`config.mk`:
```
export PLATFORM = sky130hd
export DESIGN_NAME = sram_scan_bridge
export DESIGN_NICKNAME = d
export VERILOG_FILES = /design/src/rtl/sram_scan_bridge.sv
export SDC_FILE = /design/constraint.sdc
export NUM_CORES = 1
export LEC_CHECK = 0
export ABC_AREA = 1
export CORE_MARGIN = 3
export CORE_UTILIZATION = 52
export CTS_CLUSTER_DIAMETER = 30
export DETAILED_ROUTE_END_ITERATION = 6
export PLACE_DENSITY_LB_ADDON = 0.05
export SYNTH_ARGS = -nofsm -noshare
export SYNTH_HDL_FRONTEND = slang
export SYNTH_SLANG_ARGS = --single-unit
export TNS_END_PERCENT = 100
```
`constraint.sdc`:
```
create_clock -name scan_clk -period 2.3 [get_ports scan_clk]
set_input_delay 0.345 -clock scan_clk [delete_from_list [all_inputs] [get_ports scan_clk]]
set_output_delay 0.345 -clock scan_clk [all_outputs]
set_load 0.01 [all_outputs]
```
`src/rtl/sram_scan_bridge.sv`:
```
// rtl/sram_scan_bridge.sv - serial scan access port to NUM_MEM synchronous SRAM banks
module sram_scan_bridge #(
  parameter int N_ADDR  = 16,
  parameter int N_CNT   = 16,
  parameter int N_DATA  = 32,
  parameter int NUM_MEM = 4,
  parameter int RD_LAT  = 1
) (
  input  logic                        scan_clk,
  input  logic                        scan_rst,
  input  logic                        scan_en,
  input  logic                        scan_in,
  output logic                        scan_out,
  output logic                        scan_busy,
  output logic                        scan_done,
  output logic [NUM_MEM-1:0]          mem_ce,
  output logic                        mem_we,
  output logic [N_ADDR-1:0]           mem_addr,
  output logic [N_DATA-1:0]           mem_din,
  input  logic [NUM_MEM*N_DATA-1:0]   mem_dout
);

  localparam int CH_BITS = (NUM_MEM > 1) ? $clog2(NUM_MEM) : 1;
  localparam int HDR_W   = 1 + CH_BITS + N_CNT + N_ADDR;
  localparam int MAX_CNT = (HDR_W > N_DATA) ? ((HDR_W > RD_LAT) ? HDR_W : RD_LAT)
                                            : ((N_DATA > RD_LAT) ? N_DATA : RD_LAT);
  localparam int CNT_W   = $clog2(MAX_CNT + 1);

  localparam logic [2:0] S_IDLE   = 3'd0;
  localparam logic [2:0] S_HDR    = 3'd1;
  localparam logic [2:0] S_WDATA  = 3'd2;
  localparam logic [2:0] S_WRITE  = 3'd3;
  localparam logic [2:0] S_RISSUE = 3'd4;
  localparam logic [2:0] S_RWAIT  = 3'd5;
  localparam logic [2:0] S_RSHIFT = 3'd6;
  localparam logic [2:0] S_DONE   = 3'd7;

  logic [2:0]          state_q, state_d;
  logic [CNT_W-1:0]    bitcnt_q, bitcnt_d;
  logic [HDR_W-2:0]    hdr_q, hdr_d;
  logic [N_DATA-2:0]   wdata_q, wdata_d;
  logic [N_DATA-1:1]   rdata_q, rdata_d;
  logic [CH_BITS-1:0]  chan_q, chan_d;
  logic [N_CNT-1:0]    rem_q, rem_d;
  logic [N_ADDR-1:0]   addr_q, addr_d;
  logic [N_ADDR-1:0]   mem_addr_q, mem_addr_d;
  logic [N_DATA-1:0]   mem_din_q, mem_din_d;
  logic                scan_out_q, scan_out_d;

  // Incoming bit lands in the MSB so the first bit shifted ends up at index 0.
  logic [HDR_W-1:0]    hdr_shift;
  logic [N_DATA-1:0]   wdata_shift;
  logic                hdr_rw;
  logic [CH_BITS-1:0]  hdr_chan;
  logic [N_CNT-1:0]    hdr_cnt;
  logic [N_ADDR-1:0]   hdr_addr;

  assign hdr_shift   = {scan_in, hdr_q};
  assign wdata_shift = {scan_in, wdata_q};
  assign hdr_rw      = hdr_shift[0];
  assign hdr_chan    = hdr_shift[CH_BITS:1];
  assign hdr_cnt     = hdr_shift[CH_BITS+N_CNT:CH_BITS+1];
  assign hdr_addr    = hdr_shift[HDR_W-1:CH_BITS+N_CNT+1];

  logic [NUM_MEM-1:0]  ce_sel;
  logic [N_DATA-1:0]   rd_slice;

  // Bank decode: an out-of-range channel selects nothing and reads as zero.
  always_comb begin
    ce_sel   = '0;
    rd_slice = '0;
    for (int i = 0; i < NUM_MEM; i++) begin
      if (chan_q == CH_BITS'(i)) begin
        ce_sel[i] = 1'b1;
        rd_slice  = mem_dout[i*N_DATA +: N_DATA];
      end
    end
  end

  // Frame sequencing: header, then per-word data transfer and memory access.
  always_comb begin
    state_d    = state_q;
    bitcnt_d   = bitcnt_q;
    hdr_d      = hdr_q;
    wdata_d    = wdata_q;
    rdata_d    = rdata_q;
    chan_d     = chan_q;
    rem_d      = rem_q;
    addr_d     = addr_q;
    mem_addr_d = mem_addr_q;
    mem_din_d  = mem_din_q;
    scan_out_d = scan_out_q;

    case (state_q)
      S_IDLE: begin
        if (scan_en) begin
          hdr_d    = hdr_shift[HDR_W-1:1];
          bitcnt_d = CNT_W'(1);
          state_d  = S_HDR;
        end
      end
      S_HDR: begin
        if (scan_en) begin
          hdr_d = hdr_shift[HDR_W-1:1];
          if (bitcnt_q == CNT_W'(HDR_W - 1)) begin
            bitcnt_d = '0;
            chan_d   = hdr_chan;
            rem_d    = hdr_cnt;
            addr_d   = hdr_addr;
            if (hdr_cnt == '0)  state_d = S_DONE;
            else if (hdr_rw)    state_d = S_WDATA;
            else                state_d = S_RISSUE;
          end else begin
            bitcnt_d = bitcnt_q + CNT_W'(1);
          end
        end
      end
      S_WDATA: begin
        if (scan_en) begin
          wdata_d = wdata_shift[N_DATA-1:1];
          if (bitcnt_q == CNT_W'(N_DATA - 1)) begin
            bitcnt_d  = '0;
            mem_din_d = wdata_shift;
            state_d   = S_WRITE;
          end else begin
            bitcnt_d = bitcnt_q + CNT_W'(1);
          end
        end
      end
      S_WRITE: begin
        addr_d  = addr_q + N_ADDR'(1);
        rem_d   = rem_q - N_CNT'(1);
        state_d = (rem_q == N_CNT'(1)) ? S_DONE : S_WDATA;
      end
      S_RISSUE: begin
        bitcnt_d = '0;
        state_d  = S_RWAIT;
      end
      S_RWAIT: begin
        if (bitcnt_q == CNT_W'(RD_LAT - 1)) begin
          rdata_d    = rd_slice[N_DATA-1:1];
          scan_out_d = rd_slice[0];
          bitcnt_d   = '0;
          state_d    = S_RSHIFT;
        end else begin
          bitcnt_d = bitcnt_q + CNT_W'(1);
        end
      end
      S_RSHIFT: begin
        if (scan_en) begin
          if (bitcnt_q == CNT_W'(N_DATA - 1)) begin
            scan_out_d = 1'b0;
            bitcnt_d   = '0;
            addr_d     = addr_q + N_ADDR'(1);
            rem_d      = rem_q - N_CNT'(1);
            state_d    = (rem_q == N_CNT'(1)) ? S_DONE : S_RISSUE;
          end else begin
            scan_out_d = rdata_q[1];
            rdata_d    = {1'b0, rdata_q[N_DATA-1:2]};
            bitcnt_d   = bitcnt_q + CNT_W'(1);
          end
        end
      end
      default: begin
        state_d = S_IDLE;
      end
    endcase

    // The bus address is only refreshed when an access is about to start, so it
    // holds its last value between accesses.
    if (state_d == S_WRITE || state_d == S_RISSUE) begin
      mem_addr_d = addr_d;
    end
  end

  // State and datapath registers with synchronous reset.
  always_ff @(posedge scan_clk) begin
    if (scan_rst) begin
      state_q    <= S_IDLE;
      bitcnt_q   <= '0;
      hdr_q      <= '0;
      wdata_q    <= '0;
      rdata_q    <= '0;
      chan_q     <= '0;
      rem_q      <= '0;
      addr_q     <= '0;
      mem_addr_q <= '0;
      mem_din_q  <= '0;
      scan_out_q <= 1'b0;
    end else begin
      state_q    <= state_d;
      bitcnt_q   <= bitcnt_d;
      hdr_q      <= hdr_d;
      wdata_q    <= wdata_d;
      rdata_q    <= rdata_d;
      chan_q     <= chan_d;
      rem_q      <= rem_d;
      addr_q     <= addr_d;
      mem_addr_q <= mem_addr_d;
      mem_din_q  <= mem_din_d;
      scan_out_q <= scan_out_d;
    end
  end

  assign scan_out  = scan_out_q;
  assign scan_busy = (state_q != S_IDLE);
  assign scan_done = (state_q == S_DONE);
  assign mem_ce    = (state_q == S_WRITE || state_q == S_RISSUE) ? ce_sel : '0;
  assign mem_we    = (state_q == S_WRITE);
  assign mem_addr  = mem_addr_q;
  assign mem_din   = mem_din_q;

endmodule
```
* Word-level counts from Yosys, hierarchy flattened
Cells that the tools add are included.
** Storage, ports and cells
- Flip-flop bits (word level) :: 188
- Output and inout bits :: 56
- Bits of input ports :: 132
** Cells by class
- Eq/ne operators :: 23
- Add/sub/neg operators :: 3
- Mux-type cells :: 47
- Reductions and logical operators :: 20
** Operators by type and width (number)
- $mux 16 :: 8
- $mux 32 :: 4
- $pmux 16 s3 :: 2
- $mux 31 :: 3
- $pmux 31 s2 :: 1
- $mux 6 :: 6
- $mux 3 :: 11
- $pmux 6 s5 :: 1
- $pmux 3 s7 :: 1
- $add 16x1->16 const B :: 1
- $eq 16x1->1 const B :: 1
- $logic_not 16->1 :: 1
- $sub 16x1->16 const B :: 1
- $eq 3x3->1 const B :: 5
- $ne 2x2->1 const B :: 7
- $eq 3x2->1 const B :: 3
- $reduce_and 3->1 :: 3
- $reduce_and 4->1 :: 2
- $mux 1 :: 7
- $add 6x1->6 const B :: 1
- $eq 6x5->1 const B :: 1
- $eq 6x6->1 const B :: 1
- $logic_not 6->1 :: 1
- $reduce_bool 3->1 :: 2
- 15 further kinds :: 19

* Depth between registers and ports, before layout
- Depth in word-level cells :: 7
- Mapped depth :: 15

* Worst setup path before layout
OpenSTA, ideal clock, no wires.
- Path type :: register to register
- From :: register bitcnt_q[1]
- To :: register mem_addr_q[12] (netlist: mem_addr[12])
- Setup time :: 0.113 ns
- Arrival time :: 1.760 ns
- Period minus slack after synthesis :: 1.872 ns
- Stages on the path, launching flop included :: 14
- Path slack :: 0.428 ns
- Path buffers :: 1
- Cells stage by stage :: dfxtp_1 -> ha_1 -> nand3_1 -> nor2_1 -> nand2_1 -> nand2_1 -> nand3_1 -> nor2_1 -> nand3_4 -> nand2_2 -> buf_6 -> nand2_1 -> nand2_1 -> nor2_1
** On the way
- Cells in the longest elaborated chain, start to end :: 6
- Elaborated cells on any way between the ends :: 19
** Ends and longest elaborated chain
- start: declaration :: line 39 : logic [CNT_W-1:0] bitcnt_q, bitcnt_d;
- start signal: assignment :: line 192 : bitcnt_q <= bitcnt_d;
- $eq 6x5->1 / $eq 6x6->1 (equally long branches) :: line 121, 151, 105
- $mux 3 (on tied branches) :: line 151, 105, 121
- $mux 3 (on tied branches) :: line 150, 103, 119
- $pmux 3 s7 :: line 94 : case (state_q)
- $eq 3x2->1 / $eq 3x3->1 (equally long branches) :: line 171 : if (state_d == S_WRITE || state_d == S_RISSUE) begin
- $logic_or 1x1->1 :: line 171
- end signal: assignment :: line 199 : mem_addr_q <= mem_addr_d;
- end: declaration :: line 46 : logic [N_ADDR-1:0] mem_addr_q, mem_addr_d;
Parallel ways exist; a longest one is shown, timed or not.
A chain may end at the register's enable or synchronous reset.

* Final worst setup path
- From :: register state_q[1]
- To :: output mem_ce[1]
** On the way
- Cells in the longest elaborated chain, start to end :: 3
- Elaborated cells on any way between the ends :: 4
** Ends and longest elaborated chain
- start: declaration :: line 38 : logic [2:0] state_q, state_d;
- start signal: assignment :: line 191 : state_q <= state_d;
- $eq 3x2->1 / $eq 3x3->1 (equally long branches) :: line 208 : assign mem_ce = (state_q == S_WRITE || state_q == S_RISSUE) ? ce_sel : '0;
- $logic_or 1x1->1 * :: line 208
- $mux 4 * :: line 208
- end: declaration :: line 16 : output logic [NUM_MEM-1:0] mem_ce,
Every way passes the cells marked *; elsewhere a longest branch is shown, timed or not.

==> results by group <==
Setup path
  – Critical Path RT: 1.96 ns
  – Crit Path Category: register to output pin
  – Reg2reg setup slack: 0.21 ns
  – Crit. End Element: output pin
  – Critical R2R Capture: mem_addr[0]
  – CP max stage delay: 0.39 ns
  – Critical path arrival: 1.86 ns
  – Worst Setup Start Kind: register
  – Max FO, Critical Path: 4
  – CP most frequent cell: inv_1
  – R2R depth: 10
  – R2r startpoint: bitcnt_q[1]
  – Slowest CP cell: dfxtp_1
  – Critical path, cell by cell: nand2_2, nor2_4, inv_1, o21ai_0, inv_1, nor3_2, dlygate4sd2_1

Logic synthesis
  – Post-synthesis instance area: 8990 um^2
  – Async set-reset flop share out of synthesis: 0
  – Syn Area/Cell: 6.71 um^2
  – Yosys reg bits: 188
  – Post-synthesis sequential area ratio: 0.418
  – Post-synth EDFFs: 0
  – Count of cell types in the netlist: 37
  – Top_reg_cell synth: dfxtp_1
  – Syn Nets: 1479
  – Yosys warnings: 0
  – Syn Inst Count: 1341

Final layout
  – Area delta synth->final: 31.3%
  – Ant. Diodes: 0
  – Utilization after layout: 0.705
  – Area of the multi-input gates: 4650 um^2
  – Nets@finish: 1644
  – Layout cells sized above 1: 0.0658
  – Register area: 3760 um^2
  – Fillers: 1481

Floorplanning
  – Die ar.: 18900 um^2
  – Core footprint: 16800 um^2
  – Initial Util: 0.537
  – Die W: 138 um
  – Number of cell rows: 47
  – Num ports: 188
  – Die Y: 138 um

Global routing
  – Via count of the first global-routing pass: 8326
  – Initial antenna violation count: 0
  – Tot GR Track Use: 0.264
  – First-pass GRT wire length: 40.2 mm
  – Total gr overflow: 0
  – Largest net degree at the start of global routing: 106

Clocking
  – Num CTS Buffers: 17
  – Reg clk slew, reported paths: 0.08 ns
  – Clk Latency, worst-skew pair: 0.44 ns
  – Clock tree buffer depth: 2
  – H-tree levels: 4
  – Root buf cell: clkbuf_16
  – CTS tree: built
  – CTS sink cnt: 188
  – Number of setup buffers added after CTS: 0

Run
  – Max cap viols: 0

Pwr
  – Pwr Density: 588 nW/um^2
  – Worst VDD drop: 485 uV
  – Power Total: 0.00694 W
  – Leakage: 4.57 nW

Outcome
  – Status: finished, final reports clean

STA
  – Skew final: 0.0170 ns
  – Count of final max-slew check failures: 0
  – Final hold violations: 0
  – Achievable Freq: 454 MHz
  – Slew HR: 0.610
  – Final Setup Violations: 0
  – Worst-Margin Slew: 0.584 ns
  – Final worst-path cycle share: 0.957
  – Shortest period the worst path allows: 2.20 ns

Placed design
  – Hpwl dp: 18.4 mm
  – Port Buffers: 187
  – GP Congestion: 0.900

Route
  – Routed len/inst: 15.0 um
  – DR pass1 iterations: 6
  – DR vias: 9364
  – DRC viols: 0
  – DRT iter0 DRCs: 527
  – Drt total wl: 26.2 mm
  – DRT antenna net count: 0
  – Via-per-instance ratio: 5.38

Worst hold path
  – Hold WC Path Type: primary input to register
  – WHS Path Cells: 5
  – WHS Endpoint: bitcnt_q[4]
  – Min-Delay Startpoint: scan_rst
==> synthesized netlist by cell type (3+ instances only) <==
library cell / n / share of area
o21ai_1: 4 / 0.0022
ha_1: 6 / 0.0083
dfxtp_1: 188 / 0.42
nor2_1: 141 / 0.059
nand3_1: 57 / 0.032
nand2_1: 354 / 0.15
a21oi_1: 191 / 0.11
clkbuf_1: 68 / 0.028
buf_2: 7 / 0.0039
o21ai_0: 153 / 0.085
a31oi_1: 8 / 0.0056
o211ai_1: 18 / 0.015
nand3b_1: 9 / 0.0075
a211oi_1: 4 / 0.0033
nor3_1: 7 / 0.0039
buf_1: 6 / 0.0025
xor2_1: 4 / 0.0039
inv_1: 70 / 0.029
nor2_4: 3 / 0.0038
inv_2: 5 / 0.0021
nand4_1: 16 / 0.011
==> layout make-up <==
type                            count  share of cell area
Clock inverter                     14              0.0127
Tap cell                          220              0.0233
Multi-Input combinational cell    994               0.393
Timing Repair Buffer              230               0.192
Sequential cell                   188               0.319
Inverter                           75              0.0240
Clock buffer                       18              0.0363
==> worst max-delay path: cells and delay by family, from the launching register on <==
family / cells / cell delay, ns
AOI/OAI and AO/OA: 1 / 0.07
buffers and inverters: 3 / 0.52
DFF: 1 / 0.39
and+or+nand+nor: 3 / 0.44
==> how the worst max path moves through the flow <==
| stage | start | end | slack (ns) | cells after the start |
|---|---|---|---|---|
| global placement | scan_en | mem_addr[10] | 0.05 | 11 |
| floorplan | bitcnt_q[1] | mem_addr[12] | 0.43 | 13 |
| CTS | state_q[1] | mem_ce[1] | 0.04 | 7 |
| finish | state_q[1] | mem_ce[1] | 0.1 | 7 |
| global route | bitcnt_q[1] | mem_addr[5] | -0.005 | 12 |
| detailed placement | scan_en | mem_addr[2] | -0.06 | 10 |
==> per-stage QoR <==
stage / hold slack (ns) / instance area (um^2) / worst slack [ns] / TNS [ns] / instances
floorplan: 0.436 / 8990 / 0.428 / 0 / 1341
global placement: 0.453 / 11200 / 0.0532 / 0 / 1707
detailed placement: 0.454 / 11200 / -0.0560 / -0.316 / 1707
CTS: 0.423 / 11800 / 0.0388 / 0 / 1739
global route: 0.450 / 11800 / -0.00526 / -0.0131 / 1739
finish: 0.436 / 11800 / 0.0986 / 0 / 1739
==> report_power, final <==
part	total, W	switching [W]	internal (W)
sequential	0.00336	0.0000439	0.00331
clock	0.00286	0.00141	0.00146
combinational	0.000722	0.000363	0.000359
total	0.00694	0.00181	0.00513
==> sequential cells by signal, summed over array words and instances, names as in the netlist, 2 cells and up <==
name,flops
chan_q,2
mem_din,32
rem_q,16
state_q,3
addr_q,16
hdr_q,34
bitcnt_q,6
rdata_q,31
mem_addr,16
wdata_q,31
==> timing repair <==
action                                  4_1_cts  5_1_grt
hold buffers                                  0        0
resized for setup                             7        5
endpoints found under the setup margin        4       19
==> kinds of logic after synthesis <==
logic type / share of synthesized area
and+or+nand+nor: 0.274
buffers and inverters: 0.0690
AOI/OAI and AO/OA: 0.225
xor gates and xnor gates: 0.00584
adders and majority gates: 0.00835
DFF: 0.418
==> per-layer routing <==
layer	up-vias	global-route usage	routed length [um]
met1	4247	0.335	11300
met5	-	0	0
met3	39	0.0551	1830
met2	284	0.449	12500
met4	0	0.0820	493
li1	4794	-	-
==> layout by cell type (no fill, tap or decap), types with 5 or more instances in the layout <==
cell type / instances
clkbuf_16: 17
o21ai_0: 153
inv_8: 5
dfxtp_1: 188
nor3_1: 5
a31oi_1: 8
inv_1: 69
nand3b_1: 9
ha_1: 6
nand4_1: 16
o211ai_1: 18
nand2_1: 353
nand3_1: 57
buf_4: 38
nor2_1: 138
inv_2: 5
buf_12: 6
a21oi_1: 191
clkdlybuf4s50_1: 182
Note: power is estimated with default switching activity, not from simulation.
